--- src/rtl/datapath_seq.sv ---
// datapath_seq: register file, A/B/C pipeline registers, B-operand shifter,
// ALU and {V,N,Z} status register with a built-in micro-sequencer. A single
// start/ready handshake runs a whole instruction.
//
// Ports:
//   clk, reset_n        rising-edge clock, synchronous active-low reset
//   start / ready       instruction handshake (accepted when both are high)
//   cmd                 000 ALU, 001 MOV, 010 MOVI, 011 CMP, 100 LDM, else no-op
//   alu_op              00 ADD, 01 SUB, 10 AND, 11 NOT(B)
//   shift               00 none, 01 LSL1, 10 LSR1, 11 ASR1 (applied to B only)
//   use_imm             B operand is imm instead of shifted Rm (ALU/CMP)
//   rd, rn, rm          destination / first source / second source indices
//   imm                 immediate (MOVI value or B operand)
//   mdata               memory read data, sampled at the closing edge of WB
//   done                one-cycle pulse in the final cycle of an instruction
//   result              C register
//   flags               {V,N,Z} status register
//   dbg_sel / dbg_data  combinational register-file read port
module datapath_seq #(
  parameter  int WIDTH = 16,
  parameter  int NREG  = 8,
  localparam int RW    = $clog2(NREG)
) (
  input  logic             clk,
  input  logic             reset_n,
  input  logic             start,
  output logic             ready,
  input  logic [2:0]       cmd,
  input  logic [1:0]       alu_op,
  input  logic [1:0]       shift,
  input  logic             use_imm,
  input  logic [RW-1:0]    rd,
  input  logic [RW-1:0]    rn,
  input  logic [RW-1:0]    rm,
  input  logic [WIDTH-1:0] imm,
  input  logic [WIDTH-1:0] mdata,
  output logic             done,
  output logic [WIDTH-1:0] result,
  output logic [2:0]       flags,
  input  logic [RW-1:0]    dbg_sel,
  output logic [WIDTH-1:0] dbg_data
);

  localparam logic [2:0] CMD_ALU  = 3'b000;
  localparam logic [2:0] CMD_MOV  = 3'b001;
  localparam logic [2:0] CMD_MOVI = 3'b010;
  localparam logic [2:0] CMD_CMP  = 3'b011;
  localparam logic [2:0] CMD_LDM  = 3'b100;

  localparam logic [1:0] OP_ADD = 2'b00;
  localparam logic [1:0] OP_SUB = 2'b01;
  localparam logic [1:0] OP_AND = 2'b10;

  localparam logic [1:0] SH_LSL = 2'b01;
  localparam logic [1:0] SH_LSR = 2'b10;
  localparam logic [1:0] SH_ASR = 2'b11;

  typedef enum logic [2:0] {S_IDLE, S_LA, S_LB, S_EX, S_WB} state_t;

  state_t           state_q, state_d;
  logic [2:0]       cmd_q, cmd_d;
  logic [1:0]       alu_op_q, alu_op_d;
  logic [1:0]       shift_q, shift_d;
  logic             use_imm_q, use_imm_d;
  logic [RW-1:0]    rd_q, rd_d, rn_q, rn_d, rm_q, rm_d;
  logic [WIDTH-1:0] imm_q, imm_d;
  logic [WIDTH-1:0] a_q, a_d, b_q, b_d, c_q, c_d;
  logic [2:0]       flags_q, flags_d;
  logic [WIDTH-1:0] regs_q [NREG];
  logic [WIDTH-1:0] regs_d [NREG];

  // ALU datapath
  logic [WIDTH-1:0] a_in, b_sh, b_in, alu_res;
  logic [1:0]       op;
  logic             alu_v;

  always_comb begin
    // MOV passes shift(Rm) through the adder with a zero A operand.
    a_in = (cmd_q == CMD_MOV) ? '0 : a_q;
    case (shift_q)
      SH_LSL:  b_sh = {b_q[WIDTH-2:0], 1'b0};
      SH_LSR:  b_sh = {1'b0, b_q[WIDTH-1:1]};
      SH_ASR:  b_sh = {b_q[WIDTH-1], b_q[WIDTH-1:1]};
      default: b_sh = b_q;
    endcase
    b_in = (use_imm_q && (cmd_q != CMD_MOV)) ? imm_q : b_sh;
    op = alu_op_q;
    if (cmd_q == CMD_MOV) op = OP_ADD;
    if (cmd_q == CMD_CMP) op = OP_SUB;
    alu_v = 1'b0;
    case (op)
      OP_ADD: begin
        alu_res = a_in + b_in;
        // Overflow: operands share a sign that the sum does not.
        alu_v = (a_in[WIDTH-1] == b_in[WIDTH-1]) && (alu_res[WIDTH-1] != a_in[WIDTH-1]);
      end
      OP_SUB: begin
        alu_res = a_in - b_in;
        alu_v = (a_in[WIDTH-1] != b_in[WIDTH-1]) && (alu_res[WIDTH-1] != a_in[WIDTH-1]);
      end
      OP_AND:  alu_res = a_in & b_in;
      default: alu_res = ~b_in;
    endcase
  end

  // Sequencer and next-state datapath
  always_comb begin
    // NOTE: every signal gets a default before the case so no path leaves it unassigned (no latches).
    state_d   = state_q;
    cmd_d     = cmd_q;
    alu_op_d  = alu_op_q;
    shift_d   = shift_q;
    use_imm_d = use_imm_q;
    rd_d      = rd_q;
    rn_d      = rn_q;
    rm_d      = rm_q;
    imm_d     = imm_q;
    a_d       = a_q;
    b_d       = b_q;
    c_d       = c_q;
    flags_d   = flags_q;
    regs_d    = regs_q;
    ready     = 1'b0;
    done      = 1'b0;

    case (state_q)
      S_IDLE: begin
        ready = 1'b1;
        if (start) begin
          cmd_d     = cmd;
          alu_op_d  = alu_op;
          shift_d   = shift;
          use_imm_d = use_imm;
          rd_d      = rd;
          rn_d      = rn;
          rm_d      = rm;
          imm_d     = imm;
          case (cmd)
            CMD_ALU, CMD_CMP: state_d = S_LA;
            CMD_MOV:          state_d = S_LB;
            default:          state_d = S_WB;  // MOVI, LDM and no-ops
          endcase
        end
      end
      S_LA: begin
        a_d     = regs_q[rn_q];
        state_d = S_LB;
      end
      S_LB: begin
        b_d     = regs_q[rm_q];
        state_d = S_EX;
      end
      S_EX: begin
        if (cmd_q != CMD_CMP) c_d = alu_res;
        if (cmd_q != CMD_MOV) flags_d = {alu_v, alu_res[WIDTH-1], (alu_res == '0)};
        if (cmd_q == CMD_CMP) begin
          done    = 1'b1;
          state_d = S_IDLE;
        end else begin
          state_d = S_WB;
        end
      end
      S_WB: begin
        done    = 1'b1;
        state_d = S_IDLE;
        case (cmd_q)
          CMD_ALU, CMD_MOV: regs_d[rd_q] = c_q;
          CMD_MOVI:         regs_d[rd_q] = imm_q;
          CMD_LDM:          regs_d[rd_q] = mdata;
          default:          ;
        endcase
      end
      default: state_d = S_IDLE;
    endcase
  end

  // NOTE: sequential state uses non-blocking assignments so every flop samples pre-edge values.
  always_ff @(posedge clk) begin
    if (!reset_n) begin
      state_q   <= S_IDLE;
      cmd_q     <= '0;
      alu_op_q  <= '0;
      shift_q   <= '0;
      use_imm_q <= 1'b0;
      rd_q      <= '0;
      rn_q      <= '0;
      rm_q      <= '0;
      imm_q     <= '0;
      a_q       <= '0;
      b_q       <= '0;
      c_q       <= '0;
      flags_q   <= '0;
      // NOTE: the register file is architecturally cleared by reset, so it is built from resettable flops rather than a RAM.
      for (int i = 0; i < NREG; i++) regs_q[i] <= '0;
    end else begin
      state_q   <= state_d;
      cmd_q     <= cmd_d;
      alu_op_q  <= alu_op_d;
      shift_q   <= shift_d;
      use_imm_q <= use_imm_d;
      rd_q      <= rd_d;
      rn_q      <= rn_d;
      rm_q      <= rm_d;
      imm_q     <= imm_d;
      a_q       <= a_d;
      b_q       <= b_d;
      c_q       <= c_d;
      flags_q   <= flags_d;
      regs_q    <= regs_d;
    end
  end

  assign result   = c_q;
  assign flags    = flags_q;
  assign dbg_data = regs_q[dbg_sel];

endmodule

--- config.mk ---
export PLATFORM = sky130hd
export DESIGN_NAME = datapath_seq
export DESIGN_NICKNAME = d
export VERILOG_FILES = /design/src/rtl/datapath_seq.sv
export SDC_FILE = /design/constraint.sdc
export NUM_CORES = 1
export LEC_CHECK = 0
export ABC_AREA = 1
export BUFFER_PORTS_ARGS = -buffer_cell sky130_fd_sc_hd__buf_4
export CAP_MARGIN = 20
export CORE_MARGIN = 2
export CORE_UTILIZATION = 60
export DETAILED_ROUTE_END_ITERATION = 6
export PLACE_DENSITY = 0.9
export SLEW_MARGIN = 0
export SYNTH_ARGS = -nofsm -noshare
export SYNTH_HDL_FRONTEND = slang
export SYNTH_SLANG_ARGS = --single-unit
--- constraint.sdc ---
create_clock -name clk -period 5.15 [get_ports clk]
set_input_delay 0.7725 -clock clk [delete_from_list [all_inputs] [get_ports clk]]
set_output_delay 0.7725 -clock clk [all_outputs]
set_load 0.01 [all_outputs]
==> results.cfg <==
[critical_path]
max_stage_delay_ps = 550
worst_setup_path_end_kind = flip-flop
path_buf_inv = 4
critPathSlowestCell = nand2_2
crit_path_max_fanout = 33
path_class = flip-flop to flip-flop
cp.required_ps = 5600
crit_path_cell_trace = inv_1, nor2_2, nand2_2, nand2_2, o21ai_1, inv_1, ha_1, inv_1, fa_1, inv_1, nand3_1, nand3_1, xor2_1, nand2_1, nand3_1, nand2_1, nand2_1, nor2_1, nand2_1, nor2_1, nand3_1, a21oi_1
cp.arrival_ps = 4940
setup.worst_path.start_class = flip-flop
crit_family = simple AND/OR/NAND/NOR gates

[timing]
fin_crit_ps = 4480
fmax_mhz = 223
finalMaxSlewViolations = 0
relSlewSlack_pct = 23.3
period_share_pct = 87.1
setup-violations-final = 0
worst_pin_slew_ps = 1140
rsz0062_at_grt = false
clock_skew_ps = 22.3
hold_viol_final = 0
fin_setup_tns_ps = 0
worst_hold_slack_ps = 467

[clocking]
clockRootBuffer = clkbuf_16
clock_latency_ps = 540
cts.clk_slew.worst_paths_ps = 60
cts_buffer_depth = 3
cts_buffers = 25
tritoncts = yes
postCtsResizedCells = 0
cts_setup_buffers = 0
clock-sinks = 215
cts_hold_buf = 0
cts_max_level = 1

[finish]
drive_gt1_share_pct = 8.47
stdcell_area_um2 = 15600
final_nets = 2339
utilization_pct = 67.1
antenna_cells = 0
syn_to_final_growth_pct = 10.6

[synth]
synthCells = 2266
synthFlopType = dfxtp_1
ys_seq_area_share_pct = 30.4
syn_area_um2 = 14200
ys_ff_latch = 215
syn_nets = 2356
async_flop_share_pct = 0
synth_area_per_cell_um2 = 6.25
ys_warn_count = 0
synth_cell_types = 47
synth_edf_count = 0

[power]
ir_drop_mv = 0.294
p_total_mw = 4.99
power.density_nw_per_um2 = 319
p_leak_nw = 6.32

[route]
drc = 0
vias_per_cell = 6.49
wire_per_inst_um = 21.4
routed_wl_um = 55300
drtIter0Drc = 2929
ant_nets = 0
route.vias.total = 16771
drt_first_pass_iters = 7

[global_route]
grt_pass1_wl_um = 83700
grt_max_degree = 79
grt_pass1_vias = 15155
track_usage_pct = 43.4
grt_overflow = 0
antenna_found_initial = 0

[floorplan]
start_util_pct = 60.7
ios = 92
die_y_um = 158
dieArea_um2 = 24800
coreArea_um2 = 23300
num_rows = 56
fp.dieW_um = 158

[worst_hold_path]
hp-class = flip-flop to flip-flop

[place]
io_buffers = 91
gp_congestion = 1.04
dp_hpwl_um = 37900
place_area_um2 = 14800

[run_status]
status = finished clean

[flow_run]
cap_violations = 0
## path summary, 6_finish.rpt
check	start	end	slack (ps)	cells past startpoint
setup / recovery	cmd_q[0]	flags[0]	670	22
hold / removal	flip-flop	flip-flop	470	2
setup reg to reg	cmd_q[0]	flags[0]	670	22
hold reg to reg	flip-flop	flip-flop	470	2
## synthesized netlist by cell type, types with 18 or more instances
| cell type | number | area share [%] |
|---|---|---|
| a21oi_1 | 399 | 14 |
| a31oi_1 | 26 | 1.1 |
| o21ai_0 | 358 | 13 |
| nand2_1 | 339 | 9.0 |
| nor2_1 | 70 | 1.9 |
| nand3_1 | 195 | 6.9 |
| dfxtp_1 | 215 | 30 |
| inv_1 | 291 | 7.7 |
| o22ai_1 | 27 | 1.2 |
| clkbuf_1 | 125 | 3.3 |
| ha_1 | 33 | 2.9 |
| nor3_1 | 18 | 0.64 |
| buf_2 | 20 | 0.71 |
## power by group
| part | total [mW] | switching [mW] | internal [mW] |
|---|---|---|---|
| registers | 1.78 | 0.0665 | 1.71 |
| clock network | 1.84 | 0.747 | 1.10 |
| logic | 1.36 | 0.967 | 0.394 |
## through the flow
stage               cells  setup slack, ps
finish               2585              666
global route         2585              211
CTS                  2585              827
detailed placement   2541              865
global placement     2540              927
floorplan            2266             2200
## worst register-to-register path: stages (launching register included)
cell and delay [ps]:
dfxtp_1 430, inv_1 90, nor2_2 210, nand2_2 350
nand2_2 550, o21ai_1 150, inv_1 110, ha_1 260
inv_1 130, fa_1 510, inv_1 210, nand3_1 100
nand3_1 210, xor2_1 100, nand2_1 60, nand3_1 90
nand2_1 230, nand2_1 80, nor2_1 110, nand2_1 50
nor2_1 140, nand3_1 100, a21oi_1 120
## cell type report
type | instances | area [um2]
clock inverters | 14 | 158
flip-flops and latches | 215 | 4310
repair buffers | 118 | 898
clock buffers | 30 | 684
multi-input cells | 1584 | 8060
well taps | 319 | 399
inverters | 305 | 1140
fillers | 2079 | 7680
## layer usage
metal / global-route usage [%] / vias to the layer above / share of wire [%] / wire length [um]
li1: - / 7650 / - / -
met1: 55.4 / 7553 / 37 / 20400
met2: 68.0 / 1254 / 44 / 24200
met3: 8.13 / 314 / 12 / 6550
met4: 27.0 / 0 / 7.5 / 4120
met5: 0 / - / 0 / 0
## cell families (layout without fill, tap and decap cells)
group / after synthesis / in the layout / synth area share [%]
buffers and inverters: 467 / 467 / 12.7
adder cells (fa/ha/maj): 35 / 35 / 3.20
AND/OR/NAND/NOR: 659 / 659 / 20.3
AO/OA/AOI/OAI: 886 / 886 / 33.1
XOR/XNOR: 4 / 4 / 0.248
flip-flops: 215 / 215 / 30.4
## placed cells by master (no fill, tap or decap), types with 2 or more instances in the layout
cell,Yosys,routed
a21o_1,4,4
a21oi_1,399,399
a221oi_1,17,17
a22oi_1,3,3
a31oi_1,26,26
and2_1,4,4
buf_4,1,117
bufinv_16,0,3
clkbuf_16,0,25
clkbuf_8,0,4
clkinv_1,4,4
clkinv_2,0,8
dfxtp_1,215,212
dfxtp_2,0,3
fa_1,2,2
ha_1,33,33
inv_1,291,291
inv_2,10,10
nand2_1,339,338
nand2_2,3,4
nand3_1,195,195
nand4_1,16,16
nor2_1,70,70
nor2_2,3,3
nor2_4,5,5
nor3_1,18,18
nor3_2,2,2
o2111ai_1,4,4
o211ai_1,7,7
o21a_1,10,10
o21ai_0,358,358
o21ai_1,17,17
o21bai_1,2,2
o22ai_1,27,27
o31ai_1,2,2
o32ai_1,4,4
xor2_1,3,3
No activity file was read; power rests on OpenSTA's default activity.
